**src/rtl/tc_vec_abs_pipe.sv**
```systemverilog
// Two-stage pipelined two's-complement magnitude unit with per-lane precision and chunk-level borrow chaining.
// Optional most-negative overflow detection is enabled by defining TC_OVF_DETECT_EN.
module tc_vec_abs_pipe #(
  parameter int DATA_W  = 32,
  parameter int CHUNK_W = 8,
  parameter int NCHUNK  = DATA_W / CHUNK_W
) (
  input  logic              clk,
  input  logic              rst_n,
  input  logic              in_valid,
  output logic              in_ready,
  input  logic [DATA_W-1:0] in_a,
  input  logic [1:0]        in_prec,
  input  logic              in_signed,
  output logic              out_valid,
  input  logic              out_ready,
  output logic [DATA_W-1:0] out_mag,
  output logic [NCHUNK-1:0] out_sign,
  output logic [1:0]        out_prec,
  output logic [NCHUNK-1:0] out_ovf
);

  // Widest selectable precision is the whole vector: 2 for 32 bits, 3 for 64 bits.
  localparam logic [1:0] MAXP = 2'($clog2(NCHUNK));

  function automatic logic [1:0] effPrec(input logic [1:0] p);
    return (p > MAXP) ? MAXP : p;
  endfunction

  function automatic int laneMask(input logic [1:0] p);
    return (1 << effPrec(p)) - 1;
  endfunction

  // Find-first-one negation: bits up to and including the lowest one pass, higher bits invert.
  function automatic logic [CHUNK_W-1:0] ffoNeg(input logic [CHUNK_W-1:0] v);
    logic                seen;
    logic [CHUNK_W-1:0]  r;
    seen = 1'b0;
    r    = '0;
    for (int i = 0; i < CHUNK_W; i++) begin
      r[i] = v[i] ^ seen;
      seen = seen | v[i];
    end
    return r;
  endfunction

  logic              s1_ready, s2_ready;

  logic              s1_valid_q, s1_valid_d;
  logic [DATA_W-1:0] s1_a_q;
  logic [1:0]        s1_prec_q;
  logic [NCHUNK-1:0] s1_sign_q, s1_sign_d;
  logic [NCHUNK-1:0] s1_any_q, s1_any_d;
  logic [DATA_W-1:0] s1_x0_q, s1_x0_d;
  logic [DATA_W-1:0] s1_x1_q, s1_x1_d;

  logic              out_valid_q, out_valid_d;
  logic [DATA_W-1:0] mag_q, mag_d;
  logic [NCHUNK-1:0] sign_q;
  logic [1:0]        prec_q;

  logic [NCHUNK-1:0] cin_w;
  logic [NCHUNK:0]   chain_w;

  assign s2_ready = !out_valid_q || out_ready;
  assign s1_ready = !s1_valid_q || s2_ready;
  assign in_ready = s1_ready;

  assign s1_valid_d  = s1_ready ? in_valid : s1_valid_q;
  assign out_valid_d = s2_ready ? s1_valid_q : out_valid_q;

  // Stage 1 precompute: lane sign from the lane's top chunk, plus both candidate chunk results.
  always_comb begin
    s1_sign_d = '0;
    s1_any_d  = '0;
    s1_x0_d   = '0;
    s1_x1_d   = '0;
    for (int k = 0; k < NCHUNK; k++) begin
      s1_any_d[k]                      = |in_a[k*CHUNK_W +: CHUNK_W];
      s1_x0_d[k*CHUNK_W +: CHUNK_W]    = ffoNeg(in_a[k*CHUNK_W +: CHUNK_W]);
      s1_x1_d[k*CHUNK_W +: CHUNK_W]    = ~in_a[k*CHUNK_W +: CHUNK_W];
      s1_sign_d[k] = in_signed &
                     in_a[(k | laneMask(in_prec))*CHUNK_W + CHUNK_W - 1];
    end
  end

  // Stage 2: OR-carry prefix restarts at the lowest chunk of every lane.
  always_comb begin
    cin_w      = '0;
    chain_w    = '0;
    mag_d      = '0;
    for (int k = 0; k < NCHUNK; k++) begin
      cin_w[k]       = ((k & laneMask(s1_prec_q)) == 0) ? 1'b0 : chain_w[k];
      chain_w[k+1]   = cin_w[k] | s1_any_q[k];
      if (s1_sign_q[k]) begin
        mag_d[k*CHUNK_W +: CHUNK_W] = cin_w[k] ? s1_x1_q[k*CHUNK_W +: CHUNK_W]
                                               : s1_x0_q[k*CHUNK_W +: CHUNK_W];
      end else begin
        mag_d[k*CHUNK_W +: CHUNK_W] = s1_a_q[k*CHUNK_W +: CHUNK_W];
      end
    end
  end

  always_ff @(posedge clk or negedge rst_n) begin
    if (!rst_n) begin
      s1_valid_q <= 1'b0;
      s1_a_q     <= '0;
      s1_prec_q  <= '0;
      s1_sign_q  <= '0;
      s1_any_q   <= '0;
      s1_x0_q    <= '0;
      s1_x1_q    <= '0;
    end else begin
      s1_valid_q <= s1_valid_d;
      if (in_valid && s1_ready) begin
        s1_a_q    <= in_a;
        s1_prec_q <= in_prec;
        s1_sign_q <= s1_sign_d;
        s1_any_q  <= s1_any_d;
        s1_x0_q   <= s1_x0_d;
        s1_x1_q   <= s1_x1_d;
      end
    end
  end

  always_ff @(posedge clk or negedge rst_n) begin
    if (!rst_n) begin
      out_valid_q <= 1'b0;
      mag_q       <= '0;
      sign_q      <= '0;
      prec_q      <= '0;
    end else begin
      out_valid_q <= out_valid_d;
      if (s1_valid_q && s2_ready) begin
        mag_q  <= mag_d;
        sign_q <= s1_sign_q;
        prec_q <= s1_prec_q;
      end
    end
  end

  assign out_valid = out_valid_q;
  assign out_mag   = mag_q;
  assign out_sign  = sign_q;
  assign out_prec  = prec_q;

`ifdef TC_OVF_DETECT_EN
  localparam logic [CHUNK_W-1:0] CHUNK_MIN = {1'b1, {(CHUNK_W-1){1'b0}}};

  logic [NCHUNK-1:0] ovf_q, ovf_d;

  // A signed lane overflows when its top chunk is 0x80 and every lower chunk of the lane is zero.
  always_comb begin
    ovf_d = '0;
    for (int k = 0; k < NCHUNK; k++) begin
      ovf_d[k] = s1_sign_q[k];
      for (int j = 0; j < NCHUNK; j++) begin
        if (j >= (k & ~laneMask(s1_prec_q)) && j <= (k | laneMask(s1_prec_q))) begin
          if (j == (k | laneMask(s1_prec_q))) begin
            ovf_d[k] = ovf_d[k] & (s1_a_q[j*CHUNK_W +: CHUNK_W] == CHUNK_MIN);
          end else begin
            ovf_d[k] = ovf_d[k] & !s1_any_q[j];
          end
        end
      end
    end
  end

  always_ff @(posedge clk or negedge rst_n) begin
    if (!rst_n) begin
      ovf_q <= '0;
    end else if (s1_valid_q && s2_ready) begin
      ovf_q <= ovf_d;
    end
  end

  assign out_ovf = ovf_q;
`else
  assign out_ovf = '0;
`endif

endmodule

```
**config.mk**
```make
export PLATFORM = sky130hd
export DESIGN_NAME = tc_vec_abs_pipe
export DESIGN_NICKNAME = d
export VERILOG_FILES = /design/src/rtl/tc_vec_abs_pipe.sv
export SDC_FILE = /design/constraint.sdc
export NUM_CORES = 1
export LEC_CHECK = 0
export CAP_MARGIN = 20
export CORE_ASPECT_RATIO = 0.8
export CORE_MARGIN = 2
export CORE_UTILIZATION = 54
export CTS_CLUSTER_SIZE = 14
export DETAILED_ROUTE_END_ITERATION = 10
export GPL_TIMING_DRIVEN = 0
export PLACE_DENSITY = 0.79
export SYNTH_ARGS = -nofsm -noshare
export SYNTH_HDL_FRONTEND = slang
export SYNTH_SLANG_ARGS = --single-unit
```
**constraint.sdc**
```tcl
create_clock -name clk -period 3.4 [get_ports clk]
set_clock_uncertainty 0.05 [all_clocks]
set_input_delay 0.68 -clock clk [delete_from_list [all_inputs] [get_ports clk]]
set_output_delay 0.68 -clock clk [all_outputs]
set_load 0.01 [all_outputs]
```
## After elaboration in Yosys (flattened, before gate mapping)

Index checks and enable logic that the tools add are counted.

| storage, ports and cells | value |
|---|---|
| output and inout port bits | 44 |
| register bits | 145 |
| bits of input ports | 39 |

| cells by class | value |
|---|---|
| order comparisons | 6 |
| bitwise logic cells | 62 |
| shifts and indexed selects | 2 |
| $add $sub $neg | 10 |
| reduce and logical (&&, ||, !) cells | 12 |
| multiplexer cells | 24 |

Operators with widths:

| operator | number |
|---|---|
| $add 32x5->32 const B | 4 |
| $lt 32x7->1 const B | 4 |
| $sub 32x2->32 const B | 4 |
| $logic_not 32->1 | 3 |
| $mux 8 | 7 |
| $not 8->8 | 4 |
| $shl 1x2->29 const A | 1 |
| $sub 29x2->29 const B | 1 |
| $xor 1x1->1 | 28 |
| $or 1x1->1 | 26 |
| $reduce_or 8->1 | 3 |
| $bmux 1 s5 | 4 |
| $mux 1 | 11 |
| $and 1x1->1 | 4 |
| $gt 2x2->1 const B | 2 |
| $mux 2 | 2 |
| $logic_and 1x1->1 | 2 |
| $logic_not 1->1 | 2 |
| $logic_or 1x1->1 | 2 |
| $shl 1x2->2 const A | 1 |
| $sub 2x2->2 const B | 1 |

## Logic depth before layout (Yosys ltp)

Gate-level depths: netlist of run 1.

| depth | value |
|---|---|
| depth after elaboration | 12 |
| mapped depth | 9 |
| gate-level depth less buffers | 9 |

## Least setup slack after synthesis of run 1

OpenSTA, ideal clock, no wires.

| path | value |
|---|---|
| kind | input to register |
| start point | in in_a[16] |
| end point | reg s1_x0_q[23] |
| arrival time | 2.019 ns |
| path slack | 1.248 ns |
| cell stages on the path | 9 |
| data required time | 3.267 ns |
| setup time | 0.083 ns |
| cell sequence | inv_1 > ha_1 > ha_1 > ha_1 > ha_1 > ha_1 > ha_1 > xor2_1 > o21ai_0 |

| between the ends | value |
|---|---|
| longest elaborated chain between the ends | 7 |

RTL lines:

| what | RTL line | text |
|---|---|---|
| start: declaration | 12 | `input logic [DATA_W-1:0] in_a,` |
| $or 1x1->1 (6 in a row) | 42 | `seen = seen \| v[i];` |
| $xor 1x1->1 | 41 | `r[i] = v[i] ^ seen;` |
| end signal: assignment | 111 | `s1_x0_q <= '0;` |
| end signal: assignment | 120 | `s1_x0_q <= s1_x0_d;` |
| end: declaration | 54 | `logic [DATA_W-1:0] s1_x0_q, s1_x0_d;` |

Every way passes these cells.
A chain may end at the register's enable or synchronous reset.

## Final worst setup path of run 1

| path | value |
|---|---|
| start point | in out_ready |
| end point | out in_ready |

| between the ends | value |
|---|---|
| longest elaborated chain between the ends | 2 |

RTL lines:

| what | RTL line | text |
|---|---|---|
| start: declaration | 16 | `input logic out_ready,` |
| $logic_or 1x1->1 | 65 | `assign s2_ready = !out_valid_q \|\| out_ready;` |
| $logic_or 1x1->1 | 66 | `assign s1_ready = !s1_valid_q \|\| s2_ready;` |
| end: declaration | 11 | `output logic in_ready,` |

Every way passes these cells.

==> impl_results.md, run 1 <==
- Largest net degree at the start of global routing: just over 70
- Initial antenna violation count: 0
- Number of CTS-inserted buffers: 17
- Critical path class: input pin to output port
- #FFs+latches synth: approximately 130
- Gp weighted congestion: 0.8503
- Cts repair resizes: 0
- Number of synthesized flops with an enable pin: 0
- Drt first pass iters: 5
- Io pins: 83
- Reg2Reg Depth: 5
- H-tree depth: 4
- First-pass GRT wire length: roughly 25000 um
- Hold Buf Count CTS: 0
- Vias in the first global route: 4840
- Area leader, netlist: dfrtp_1
- Final TNS setup: 0 ps
- Final hold violation count: 0
- Final setup vio count: 0
- Vias per std cell: ~5.6
- Post-route ant nets: 0
- HPWL after DPL: 10350 um
- CP required: ~2700 ps
- Max Fclk: between 300 and 400 MHz
- Ranking of synthesized cells by area: dfrtp_1 (56%), nand2_1 (10%), o21ai_0 (5.3%)
- Die Span X: 120.8 um
- Clock buffer depth: 2
- Initial Utilization: 0.5478
- Tightest Pin Transition: 713.9 ps
- Outcome: completed
- WL/cell: about 18 um
- Async SR Flop Fraction: 1.000
- GRT overflow: 0
- Vias post-DR: between 4000 and 5000
- Final antenna diode count: 0
- CTS tree: built
- Power Dens Cells: roughly 630 nW/um2
- Worst setup SP type: input pin
- Clock Sinks: around 130
- Final setup margin: roughly 700 ps
- Total GRT Usage: 0.2752
- IO buf count: 78
- Most frequent cell after synthesis: nand2_1
- Avg Inst Size Synth: 9.713 um2
- Share of cells above drive strength 1: 0.06259
- Share of the yosys chip area belonging to registers: 0.5645
- Synthesized area: about 5900 um2
- Top cells by count, synth: nand2_1 (164), dfrtp_1 (133), o21ai_0 (62), nor2_1 (39), inv_1 (31)
- Critical Path AT: 1970 ps
- Final Cycle Share: 0.7928
- RSZ-0062 raised after global routing: false
- Clock root cell: clkbuf_16
- Final Critical Period: around 2700 ps
- DRT iter0 DRCs: 427
- DIE AREA: roughly 12000 um2
- Distinct cells, synth: 34
- Critical path endpoint category: output port
- Post-CTS Setup Bufs: 0
- Min-delay worst type: input pin to async pin
- Syn Inst Count: slightly above 600
- Worst vdd ir: about 0.4 mV
- Top_reg_cell synth: dfrtp_1
- Lkg Pwr: 3.675 nW
- Post-Place Worst Slack: approximately 570 ps
- Row count: 34
- Die Span Y: slightly below 100 um
- Crit path max fanout: 4
- Synth top area share: 0.5645
- Skew-Pair Late Insertion Delay: 420 ps
- Yosys warns: 0
- DR DRC count: 0
- Pins over their slew limit: 0
- DRT Wirelength: roughly 15000 um
- Max cap viols: 0
- Core area: roughly 11000 um2
- Max-slew headroom: 0.5240
- P&R area growth vs syn: 26.63%
- Net count reported at finish: 771
- Clk slew on worst S/H paths: around 50 ps
-- state kept, by name, indices dropped and copies added, names as in the netlist --
signal	flops
out_prec	2
s1_any_q	3
s1_x0_q	28
s1_x1_q	24
s1_a_q	32
s1_valid_q	1
s1_sign_q	4
out_mag	32
out_sign	4
s1_prec_q	2
out_valid	1
-- worst max-delay path, stage by stage --
cell             delay, ps
clkdlybuf4s50_1        490
nand3b_1               210
clkdlybuf4s50_1        580
-- logic make-up (layout without fill, tap and decap cells) --
| family | Yosys count | count (layout) | share of synthesized area |
|---|---|---|---|
| simple gates | 228 | 228 | 0.1549 |
| flops | 133 | 133 | 0.5645 |
| mux | 32 | 32 | 0.05539 |
| other cells | 1 | 4 | 0.0006361 |
| compound gates | 117 | 117 | 0.1199 |
| fa+ha+maj | 24 | 24 | 0.05093 |
| xor+xnor | 4 | 4 | 0.005942 |
| buf+inv | 68 | 177 | 0.04775 |
-- layout make-up --
class / count / area, um2
flip-flops and latches: 133 / 3328
fillers: 810 / 3297
multi-input cells: 409 / 2297
repair buffers: 79 / 809.5
clock buffers: 26 / 499.2
well taps: 144 / 180.2
plain buffers: 37 / 165.2
inverters: 31 / 116.4
clock inverters: 4 / 70.07
-- report_power, final --
part / total, mW / internal (mW) / switching (mW)
combinational: 0.921 / 0.439 / 0.481
sequential: 2.00 / 1.84 / 0.155
clock: 1.78 / 1.15 / 0.632
total: 4.69 / 3.43 / 1.27
-- per-layer routing --
| metal | wire (um) | track usage | part of all wire |
|---|---|---|---|
| met5 | 0 | 0 | 0 |
| met4 | 225 | 0.07692 | 0.015 |
| met1 | 6659 | 0.3751 | 0.44 |
| met3 | 1191 | 0.07512 | 0.078 |
| met2 | 7186 | 0.4360 | 0.47 |
-- cell usage in the layout (no fill, tap or decap), types with 2 or more instances in the layout --
cell type	synthesis	routed
clkbuf_8	0	4
bufinv_16	0	2
nand2_1	164	164
a21oi_1	11	11
clkdlybuf4s50_1	0	77
clkbuf_1	21	26
nor4_1	3	3
a211oi_1	20	20
buf_2	9	9
nor2_1	39	39
dfrtp_1	133	133
clkinv_2	0	2
buf_4	4	4
xor2_1	4	4
a41oi_1	2	2
nand2b_1	3	3
mux2i_1	30	30
a31oi_1	2	2
nor3_1	6	6
nor3b_1	2	2
clkbuf_16	0	17
conb_1	1	4
a21o_1	15	15
and2_1	2	2
nand3_1	5	5
inv_1	31	31
buf_1	3	3
and3_1	2	2
o21ai_0	62	62
ha_1	24	24
-- through the flow --
| stage | power, mW | cells | hold slack [ps] | util | area [um2] |
|---|---|---|---|---|---|
| final | 4.695 | 863 | 205.5 | 0.6937 | 7466 |
| after detailed placement | 2.932 | 833 | 412.4 | 0.6408 | 6897 |
| after floorplan | 2.452 | 610 | 334.4 | - | 5907 |
| after global placement | 2.887 | 832 | 406.3 | 0.6381 | 6868 |
| after global routing | 4.897 | 863 | 245.9 | 0.6937 | 7466 |
| after CTS | 4.703 | 863 | 227.3 | 0.6937 | 7466 |
-- path summary, 6_finish.rpt --
| kind | slack [ps] | end | startpoint |
|---|---|---|---|
| min in group clk | 420 | out_sign[0]$_DFFE_PN0P_ | out_sign[0]$_DFFE_PN0P_ |
| max in group asynchronous | 2360 | out_mag[12]$_DFFE_PN0P_ | rst_n |
| worst max-delay path | 700 | in_ready | out_ready |
| worst max register to register | 1290 | s1_x1_q[12]$_DFFE_PN0P_ | s1_valid_q$_DFFE_PN0N_ |
| worst min register to register | 420 | out_sign[0]$_DFFE_PN0P_ | out_sign[0]$_DFFE_PN0P_ |
| worst min-delay path | 210 | out_mag[28]$_DFFE_PN0P_ | rst_n |
Power figures use the tool's default switching activity.
==> run 2, diff against run 1 <==
==> constraint.sdc (replaced) <==
create_clock -name clk -period 2.6 [get_ports clk]
set_clock_uncertainty 0.05 [all_clocks]
set_input_delay 0.52 -clock clk [delete_from_list [all_inputs] [get_ports clk]]
set_output_delay 0.52 -clock clk [all_outputs]
set_load 0.01 [all_outputs]
==> results of run 2 <==
The final DEF is identical to that of run 1. Status: completed.
Among the figures that moved: setup slack after placement 566.4 ps -> -73.61 ps; setup slack after layout 704.6 ps -> 224.6 ps; hold slack 205.5 ps -> 45.47 ps; register-to-register setup slack 1290 ps -> 490 ps; total power 4.695 mW -> 6.139 mW; worst IR drop on VDD 0.4119 mV -> 0.5386 mV
==> RTL change, RTL diff (settings of run 2) <==
The parameter `CHUNK_W` goes from 8 to 16.
--- a/src/rtl/tc_vec_abs_pipe.sv
+++ b/src/rtl/tc_vec_abs_pipe.sv
@@ -3,5 +3,5 @@
 module tc_vec_abs_pipe #(
   parameter int DATA_W  = 32,
-  parameter int CHUNK_W = 8,
+  parameter int CHUNK_W = 16,
   parameter int NCHUNK  = DATA_W / CHUNK_W
 ) (
Interface: changed (resized out_ovf and out_sign); port bits go from 83 to 79. The function was not compared with the original's and may differ.
==> RTL change against run 2 <==
The run now ends with setup timing left; routed wire length is 0.79% higher; critical endpoint is now s1_x0_q[15]; design area rose by 5.7%; sequential cell count is 12 lower; power is 2.5% higher; setup slack got worse by 0.63 ns; synthesized area decreased by 0.57%; final cell count down 17%.
==> RTL change: results (changes against run 2) <==
Yosys cell types: 32 (-5.9%)
failing checks: setup timing
first-pass GRT wire length: 24700 um (+0.28%)
Post-Synth XOR/XNOR Area: 0.00299 (-0.00295)
Commonest cells post-synth: dfrtp_1 (121), mux2_4 (54), o21ai_0 (46)
r2r worst-path depth: 4 (-1)
number of buffers added on ports: 75 (-3.8%)
status: finished, violations left
met1 WL: 6780 um (+1.8%)
placed insts: 680 (-18%)
largest net degree at the start of global routing: 77 (+8.5%)
leak pwr: 3.51 nW (-4.5%)
worst r2r src: out_valid
worst reg2reg setup slack: 0.69 ns (+0.20 ns)
Adder-Cell Fraction of Synth Area: 0.0598 (+0.00883)
worst r2r dst: out_mag[25]
Setup Viol. Count Final: 6 (+6)
setup ws final: -0.410 ns (-0.635 ns)
WL per Instance: 21.5 um (+22%)
switching pwr: 0.00168 W (+1.2%)
met3 wire length: 889 um (-25%)
post-CTS setup repair buffer count: 2 (+2)
worst vdd ir: 0.502 mV (-6.9%)
worst min-delay path category: input pin to register
initial DRC count: 288 (-33%)
Final Power: 0.00629 W (+2.5%)
Worst Hold Slack: 0.291 ns (+0.245 ns)
[RTL change: metal layers]
metal | vias to the layer above | global-route usage
met5 | - | 0
met4 | 0 | 0.0966
met3 | 30 | 0.0704
li1 | 1845 | -
met2 | 144 | 0.432
met1 | 2229 | 0.385
[RTL change: how the worst max path moves through the flow]
stage / slack [ns] / to / startpoint / cells past startpoint
floorplan: -0.61 / s1_x0_q[31] / in_a[17] / 17
CTS: -0.40 / s1_x0_q[15] / in_a[0] / 18
finish: -0.41 / s1_x0_q[15] / in_a[0] / 18
global placement: -3.71 / out_mag[20] / rst_n / 1
detailed placement: -1.48 / s1_x0_q[31] / in_a[17] / 18
global route: -0.44 / s1_x0_q[15] / in_a[0] / 18
[RTL change: area by class of cell]
cell class,count,area (um^2),share of cell area
Tap cell,140,175,0.0222
Buffer,34,205,0.0260
Multi-Input combinational cell,275,2870,0.364
Timing Repair Buffer,80,833,0.106
Sequential cell,121,3030,0.384
Clock inverter,7,113,0.0143
Clock buffer,25,505,0.0640
Inverter,33,159,0.0201
